**src/rtl/counter_arbiter_if.sv**
```systemverilog
// -----------------------------------------------------------------------------
// counter_arbiter_if
// Groups the requester handshake (req/start/target/ack/done/busy/owner) and
// the shared-counter control bus (ctr_data/ctr_load/ctr_en/ctr_up/ctr_value)
// used by counter_arbiter.
//   slave  : the arbiter side (consumes requests and ctr_value, drives the rest)
//   master : the environment side (requesters plus the counter instance)
// -----------------------------------------------------------------------------
interface counter_arbiter_if #(
   parameter int WIDTH = 4
);
   logic [1:0]       req;
   logic [WIDTH-1:0] start0;
   logic [WIDTH-1:0] target0;
   logic [WIDTH-1:0] start1;
   logic [WIDTH-1:0] target1;
   logic [1:0]       ack;
   logic [1:0]       done;
   logic             busy;
   logic             owner;
   logic [WIDTH-1:0] ctr_data;
   logic             ctr_load;
   logic             ctr_en;
   logic             ctr_up;
   logic [WIDTH-1:0] ctr_value;

   modport slave (
      input  req, start0, target0, start1, target1, ctr_value,
      output ack, done, busy, owner, ctr_data, ctr_load, ctr_en, ctr_up
   );

   modport master (
      output req, start0, target0, start1, target1, ctr_value,
      input  ack, done, busy, owner, ctr_data, ctr_load, ctr_en, ctr_up
   );
endinterface

```
**src/rtl/counter_arbiter.sv**
```systemverilog
// -----------------------------------------------------------------------------
// counter_arbiter
// Shares one up/down counter between two requesters. A request (start, target)
// is granted round-robin, the counter is loaded with start and then stepped one
// value per cycle toward target, stopping exactly on target; the owner then
// receives a one-cycle done pulse.
// Ports:
//   clk  - rising-edge clock
//   rst  - synchronous, active-high reset (aborts any command, no done)
//   bus  - counter_arbiter_if.slave: req/start/target in, ack/done/busy/owner
//          out, counter control (ctr_data/ctr_load/ctr_en/ctr_up) out and
//          ctr_value in
// -----------------------------------------------------------------------------
module counter_arbiter #(
   parameter int WIDTH = 4
) (
   input  logic              clk,
   input  logic              rst,
   counter_arbiter_if.slave  bus
);

   typedef enum logic [1:0] {
      ST_IDLE = 2'd0,
      ST_LOAD = 2'd1,
      ST_RUN  = 2'd2,
      ST_DONE = 2'd3
   } state_t;

   state_t           state_q, state_d;
   logic [WIDTH-1:0] start_q, start_d;
   logic [WIDTH-1:0] target_q, target_d;
   logic             dir_q, dir_d;
   logic             owner_q, owner_d;
   // Last granted requester; reset to 1 so requester 0 wins the first tie.
   logic             last_q, last_d;

   logic             grant_s;
   logic [1:0]       ack_s;
   logic             ctr_en_s;
   logic [WIDTH-1:0] sel_start_s;
   logic [WIDTH-1:0] sel_target_s;

   // State and command registers.
   always_ff @(posedge clk) begin
      if (rst) begin
         state_q  <= ST_IDLE;
         start_q  <= {WIDTH{1'b0}};
         target_q <= {WIDTH{1'b0}};
         dir_q    <= 1'b0;
         owner_q  <= 1'b0;
         last_q   <= 1'b1;
      end else begin
         state_q  <= state_d;
         start_q  <= start_d;
         target_q <= target_d;
         dir_q    <= dir_d;
         owner_q  <= owner_d;
         last_q   <= last_d;
      end
   end

   // Round-robin pick among the pending requests.
   always_comb begin
      grant_s = 1'b0;
      case (bus.req)
         2'b01:   grant_s = 1'b0;
         2'b10:   grant_s = 1'b1;
         2'b11:   grant_s = ~last_q;
         default: grant_s = 1'b0;
      endcase
      if (grant_s) begin
         sel_start_s  = bus.start1;
         sel_target_s = bus.target1;
      end else begin
         sel_start_s  = bus.start0;
         sel_target_s = bus.target0;
      end
   end

   // Next-state logic, command latch and the per-state counter controls.
   always_comb begin
      state_d  = state_q;
      start_d  = start_q;
      target_d = target_q;
      dir_d    = dir_q;
      owner_d  = owner_q;
      last_d   = last_q;
      ack_s    = 2'b00;
      ctr_en_s = 1'b0;
      case (state_q)
         ST_IDLE: begin
            if (bus.req != 2'b00) begin
               ack_s    = grant_s ? 2'b10 : 2'b01;
               start_d  = sel_start_s;
               target_d = sel_target_s;
               dir_d    = (sel_target_s > sel_start_s);
               owner_d  = grant_s;
               last_d   = grant_s;
               state_d  = ST_LOAD;
            end else begin
               state_d  = ST_IDLE;
            end
         end
         ST_LOAD: begin
            ctr_en_s = 1'b1;
            state_d  = ST_RUN;
         end
         ST_RUN: begin
            // Enable drops in the same cycle the value arrives on target, so
            // the counter never steps past it.
            ctr_en_s = (bus.ctr_value != target_q);
            if (bus.ctr_value == target_q) begin
               state_d = ST_DONE;
            end else begin
               state_d = ST_RUN;
            end
         end
         ST_DONE: begin
            state_d = ST_IDLE;
         end
         default: begin
            state_d = ST_IDLE;
         end
      endcase
   end

   assign bus.ack      = ack_s;
   assign bus.done     = (state_q == ST_DONE) ? (owner_q ? 2'b10 : 2'b01) : 2'b00;
   assign bus.busy     = (state_q != ST_IDLE);
   assign bus.owner    = owner_q;
   assign bus.ctr_data = start_q;
   assign bus.ctr_load = (state_q == ST_LOAD);
   assign bus.ctr_en   = ctr_en_s;
   assign bus.ctr_up   = ((state_q == ST_LOAD) || (state_q == ST_RUN)) ? dir_q : 1'b0;

endmodule
```
**src/flat_wrapper.sv**
```systemverilog
// flat-port wrapper written by rule: the top's interface ports become plain ports
module counter_arbiter_flat 
#(
   parameter int WIDTH = 4
)
  (clk, rst, bus_req, bus_start0, bus_target0, bus_start1, bus_target1, bus_ctr_value, bus_ack, bus_done, bus_busy, bus_owner, bus_ctr_data, bus_ctr_load, bus_ctr_en, bus_ctr_up);
  counter_arbiter_if #(.WIDTH(WIDTH)) bus_i ();
  input  logic clk;
  input  logic rst;
  input wire logic [$bits(bus_i.req)-1:0] bus_req;
  input wire logic [$bits(bus_i.start0)-1:0] bus_start0;
  input wire logic [$bits(bus_i.target0)-1:0] bus_target0;
  input wire logic [$bits(bus_i.start1)-1:0] bus_start1;
  input wire logic [$bits(bus_i.target1)-1:0] bus_target1;
  input wire logic [$bits(bus_i.ctr_value)-1:0] bus_ctr_value;
  output wire logic [$bits(bus_i.ack)-1:0] bus_ack;
  output wire logic [$bits(bus_i.done)-1:0] bus_done;
  output wire logic [$bits(bus_i.busy)-1:0] bus_busy;
  output wire logic [$bits(bus_i.owner)-1:0] bus_owner;
  output wire logic [$bits(bus_i.ctr_data)-1:0] bus_ctr_data;
  output wire logic [$bits(bus_i.ctr_load)-1:0] bus_ctr_load;
  output wire logic [$bits(bus_i.ctr_en)-1:0] bus_ctr_en;
  output wire logic [$bits(bus_i.ctr_up)-1:0] bus_ctr_up;
  assign bus_i.req = bus_req;
  assign bus_i.start0 = bus_start0;
  assign bus_i.target0 = bus_target0;
  assign bus_i.start1 = bus_start1;
  assign bus_i.target1 = bus_target1;
  assign bus_i.ctr_value = bus_ctr_value;
  assign bus_ack = bus_i.ack;
  assign bus_done = bus_i.done;
  assign bus_busy = bus_i.busy;
  assign bus_owner = bus_i.owner;
  assign bus_ctr_data = bus_i.ctr_data;
  assign bus_ctr_load = bus_i.ctr_load;
  assign bus_ctr_en = bus_i.ctr_en;
  assign bus_ctr_up = bus_i.ctr_up;
  counter_arbiter #(.WIDTH(WIDTH)) u_core (.clk(clk), .rst(rst), .bus(bus_i));
endmodule
```
**config.mk**
```make
export PLATFORM = sky130hd
export DESIGN_NAME = counter_arbiter_flat
export DESIGN_NICKNAME = d
export VERILOG_FILES = /design/src/rtl/counter_arbiter_if.sv /design/src/rtl/counter_arbiter.sv /design/src/flat_wrapper.sv
export SDC_FILE = /design/constraint.sdc
export NUM_CORES = 1
export LEC_CHECK = 0
export CAP_MARGIN = 20
export CORE_UTILIZATION = 35
export CTS_CLUSTER_SIZE = 16
export DETAILED_ROUTE_END_ITERATION = 12
export HOLD_SLACK_MARGIN = 0.08
export PLACE_DENSITY = 0.7
export SLEW_MARGIN = 5
export SYNTH_ARGS = -nofsm -noshare
export SYNTH_HDL_FRONTEND = slang
export SYNTH_SLANG_ARGS = --single-unit
```
**constraint.sdc**
```tcl
create_clock -name clk -period 2.1 [get_ports clk]
set_input_delay 0.21 -clock clk [delete_from_list [all_inputs] [get_ports clk]]
set_output_delay 0.21 -clock clk [all_outputs]
set_load 0.02 [all_outputs]
```
Word-level counts from Yosys, hierarchy flattened
Index checks and enable logic that the tools add are counted.
- flip-flop bits (word level): 13
- input port bits: 24
- output and inout port bits: 13
- word-level logic and storage cells: 33
- $lt $le $gt $ge: 1
- equal/unequal tests: 7
- muxes and demuxes: 13
- bitwise logic cells: 1
- reduce and logical (&&, ||, !) cells: 5
- operator list (kind ; count):
    2-bit two-way mux ; 5
    2-bit equality test, second input constant ; 4
    4-bit two-way mux ; 2
    2-bit case mux with 4 select lines ; 1
    4-bit equality test ; 1
    4-bit greater-than comparator ; 1
    4-bit != test ; 1
    1-bit case mux with 2 select lines ; 2
    2-bit nonzero test ; 2
    1-bit two-way mux ; 3
    2-bit by 1-bit equality test with 1-bit output, second input constant ; 1
    2-bit logical NOT ; 1
    2-bit AND reduction ; 1
    1-bit logical OR ; 1
    1-bit NOT ; 1

Longest topological paths before layout
- depth after elaboration: 5
- mapped depth: 8
- mapped depth without buffers: 7

Least setup slack after synthesis
No wires, ideal clock.
- kind: register -> register
- from: register u_core.last_q
- to: register u_core.dir_q
- arrival time: 1.604 ns
- path slack: 0.359 ns
- stages on the path, launching flop included: 9
- cells stage by stage: dfxtp_1 -> a21boi_2 -> buf_6 -> mux2_4 -> ha_1 -> nor2b_1 -> o211ai_1 -> a21o_1 -> a21oi_1
- longest elaborated chain between the ends: 4
- elaborated cells between the ends (all ways): 5
- RTL lines (element ; line ; source):
    start, declared ; counter_arbiter.sv:35 ; logic last_q, last_d;
    start signal, assigned ; counter_arbiter.sv:58 ; last_q <= last_d;
    1-bit NOT ; counter_arbiter.sv:68 ; 2'b11: grant_s = ~last_q;
    1-bit case mux with 2 select lines ; counter_arbiter.sv:65 ; case (bus.req)
    4-bit two-way mux ; counter_arbiter.sv:71 ; if (grant_s) begin
    net u_core.sel_target_s[1] ; counter_arbiter.sv:41 ; logic [WIDTH-1:0] sel_target_s;
    4-bit greater-than comparator ; counter_arbiter.sv:96 ; dir_d = (sel_target_s > sel_start_s);
    end signal, assigned ; counter_arbiter.sv:56 ; dir_q <= dir_d;
    end, declared ; counter_arbiter.sv:32 ; logic dir_q, dir_d;
The timed path passes the listed nets, and every way through them passes these cells.
A chain may end at the register's enable or synchronous reset.

Worst setup path after layout
- from: register u_core.state_q[0]
- to: output bus_ack[0]
- longest elaborated chain between the ends: 2
- RTL lines (element ; line ; source):
    start, declared ; counter_arbiter.sv:29 ; state_t state_q, state_d;
    start signal, assigned ; counter_arbiter.sv:53 ; state_q <= state_d;
    2-bit logical NOT ; counter_arbiter.sv:90 ; case (state_q)
    2-bit two-way mux ; counter_arbiter.sv:90 ;
    end, declared ; flat_wrapper.sv:16 ; output wire logic [$bits(bus_i.ack)-1:0] bus_ack;
No other way between the ends.

==> flow_summary.ini <==
[global_route]
grt_pass1_vias = 776
antenna_found_initial = 0
grt_pass1_wl_um = 3090
grt.total_usage = 0.165
grt_max_degree = 14
overflow = 0

[finish]
drive_gt1_frac = 0.174
final_cells = 159
syn_to_final_growth_pct = 59.6
final_common_cell = clkdlybuf4s50_1
antenna_cells = 0
nets = 165
final_cell_mix = clkdlybuf4s50_1 (35), nor2_1 (14), dfxtp_1 (13), ha_1 (7), buf_4 (7)

[critical_path]
crit_type = reg2out
critPathMaxFanout = 6
start_kind = flip-flop
endpoint_kind = primary output
cp.required_ps = 1890
arrival_ps = 1790

[timing]
finalHoldViolCount = 0
slew_violations = 0
rsz0062_at_grt = false
worst_slew_pin_slew_ps = 535
finalHoldWorstSlack_ps = 466
setup-violations-final = 0
fin_setup_tns_ps = 0
fin_skew_ps = 1.68
fmax_mhz = 500
min_period_over_period = 0.953
fin_crit_ps = 2000
max_slew_margin = 0.642

[clocking]
htree_levels = 1
clockRootBuffer = clkbuf_4
ctsLongestPathBuffers = 2
cts_setup_buffers = 0
cts_tree = built
clk-insertion-delay-late_ps = 270
cts_made_buffers = 3
clk_pin_slew_ps = 80
cts.sinks = 13

[place]
dp_cells = 155
place.gp.congestion = 0.818
dpl.hpwl_um = 1490
io_buffers = 36

[synth]
synthSimpleGateAreaFrac = 0.212
syn_area_per_cell_sq_um = 9.22
synth-seq-cells = 13
synth_cells = 87
synth_compound_area_frac = 0.131
ys_types = 28
synth_nets = 119
synth_xor_area_frac = 0.0437
synth_top_family_by_area = simple AND/OR/NAND/NOR gates
ys_warn_count = 0
synthAdderAreaFrac = 0.125
netlist_area_sq_um = 802
ys_seq_area_frac = 0.324
muxShareOfSynthArea = 0.125

[routing]
first_iter_violations = 13
drc_errors = 0
first_pass_iters = 4
wirelength_um = 1790
avgViaCountPerCell = 4.84
antenna_left = 0
vias = 769
routedWlPerCell_um = 11.3

[outcome]
status = complete, no violations

[die]
rows = 16
core_area_sq_um = 2060
die_y_um = 49.9
die-area_sq_um = 2490
die_w_um = 49.9
start_util = 0.389
io_pins = 37

[worst_hold_path]
min-delay-path-class = reg2reg

[run]
cap_violations = 0

[power_and_ir_drop]
pwr_density_cell_nw_per_um2 = 656
vdd_drop_max_mv = 0.462
cellLeakagePower_nw = 0.552
p_total_mw = 0.840
==> worst paths after layout <==
check,end,slack [ps],start,cells past startpoint
max reg2reg,u_core.dir_q,230,u_core.last_q,8
min reg2reg,u_core.dir_q,470,u_core.dir_q,2
min,u_core.dir_q,470,u_core.dir_q,2
max,bus_ack[0],100,u_core.state_q[0],5
==> state kept, by name, indices dropped and copies added, names as in the netlist <==
register / count
u_core.bus.ctr_data: 4
u_core.bus.owner: 1
u_core.state_q: 2
u_core.last_q: 1
u_core.dir_q: 1
u_core.target_q: 4
==> per-stage QoR <==
step | utilization | area [sq um] | worst slack [ps]
6_report | 0.621 | 1280 | 99.2
5_1_grt | 0.621 | 1280 | 6.82
4_1_cts | 0.618 | 1270 | 4.01
3_5_place_dp | 0.606 | 1250 | -164
3_3_place_gp | 0.606 | 1250 | -103
2_1_floorplan | - | 802 | 359
==> kinds of logic after synthesis <==
logic type,count (synthesis)
adder cells (fa/ha/maj),8
AND/OR/NAND/NOR,32
multiplexers,8
buffers and inverters,6
XOR/XNOR,4
flip-flops,13
AO/OA/AOI/OAI,16
==> Yosys cell counts <==
master,count,area share
nand2_1,4,0.019
buf_1,1,0.0047
nand4_1,1,0.0078
a21oi_1,5,0.031
buf_6,1,0.014
nor2b_1,3,0.023
a211oi_1,4,0.037
nor2_1,14,0.066
or2_2,1,0.0078
o21ai_0,1,0.0062
and2_1,2,0.016
o21a_1,1,0.0094
inv_1,3,0.014
mux2i_1,4,0.050
o21ai_1,1,0.0062
nor4_1,1,0.0078
a31oi_1,1,0.0078
and2_2,1,0.0094
a21boi_2,1,0.014
dfxtp_1,13,0.32
xor2_1,4,0.044
mux2_4,4,0.075
nand3_1,1,0.0062
nor3_2,4,0.050
o211ai_1,1,0.0094
a21o_1,1,0.0094
ha_1,8,0.12
buf_2,1,0.0062
==> power by group <==
| part | switching [mW] | internal, mW |
|---|---|---|
| registers | 0.0242 | 0.285 |
| logic | 0.180 | 0.200 |
| clock network | 0.0781 | 0.0736 |
| total | 0.282 | 0.558 |
==> cell type report <==
class / count / area (sq um)
sequential: 13 / 260
fill: 186 / 782
clock buffer: 4 / 26.3
inverter: 3 / 11.3
multi-input combinational: 68 / 513
tap: 27 / 33.8
timing repair buffer: 44 / 435
==> critical path, stage by stage, from the launching register on <==
cell             delay [ps]
dfxtp_1                 340
inv_1                    90
ha_2                    230
o21ai_1                 100
nor2_1                  140
clkdlybuf4s50_1         620
==> metal layers <==
layer | vias to the layer above | track usage | part of all wire
met5 | - | 0 | 0
met4 | 0 | 0.105 | 0.031
met3 | 6 | 0.0278 | 0.056
met2 | 32 | 0.282 | 0.47
met1 | 333 | 0.189 | 0.44
li1 | 398 | - | -
==> what timing repair did <==
action,4_1_cts,5_1_grt
hold buffers,0,0
resized for setup,0,2
hold endpoints to repair,0,0
setup endpoints to repair,0,2
No activity file was read; power rests on OpenSTA's default activity.
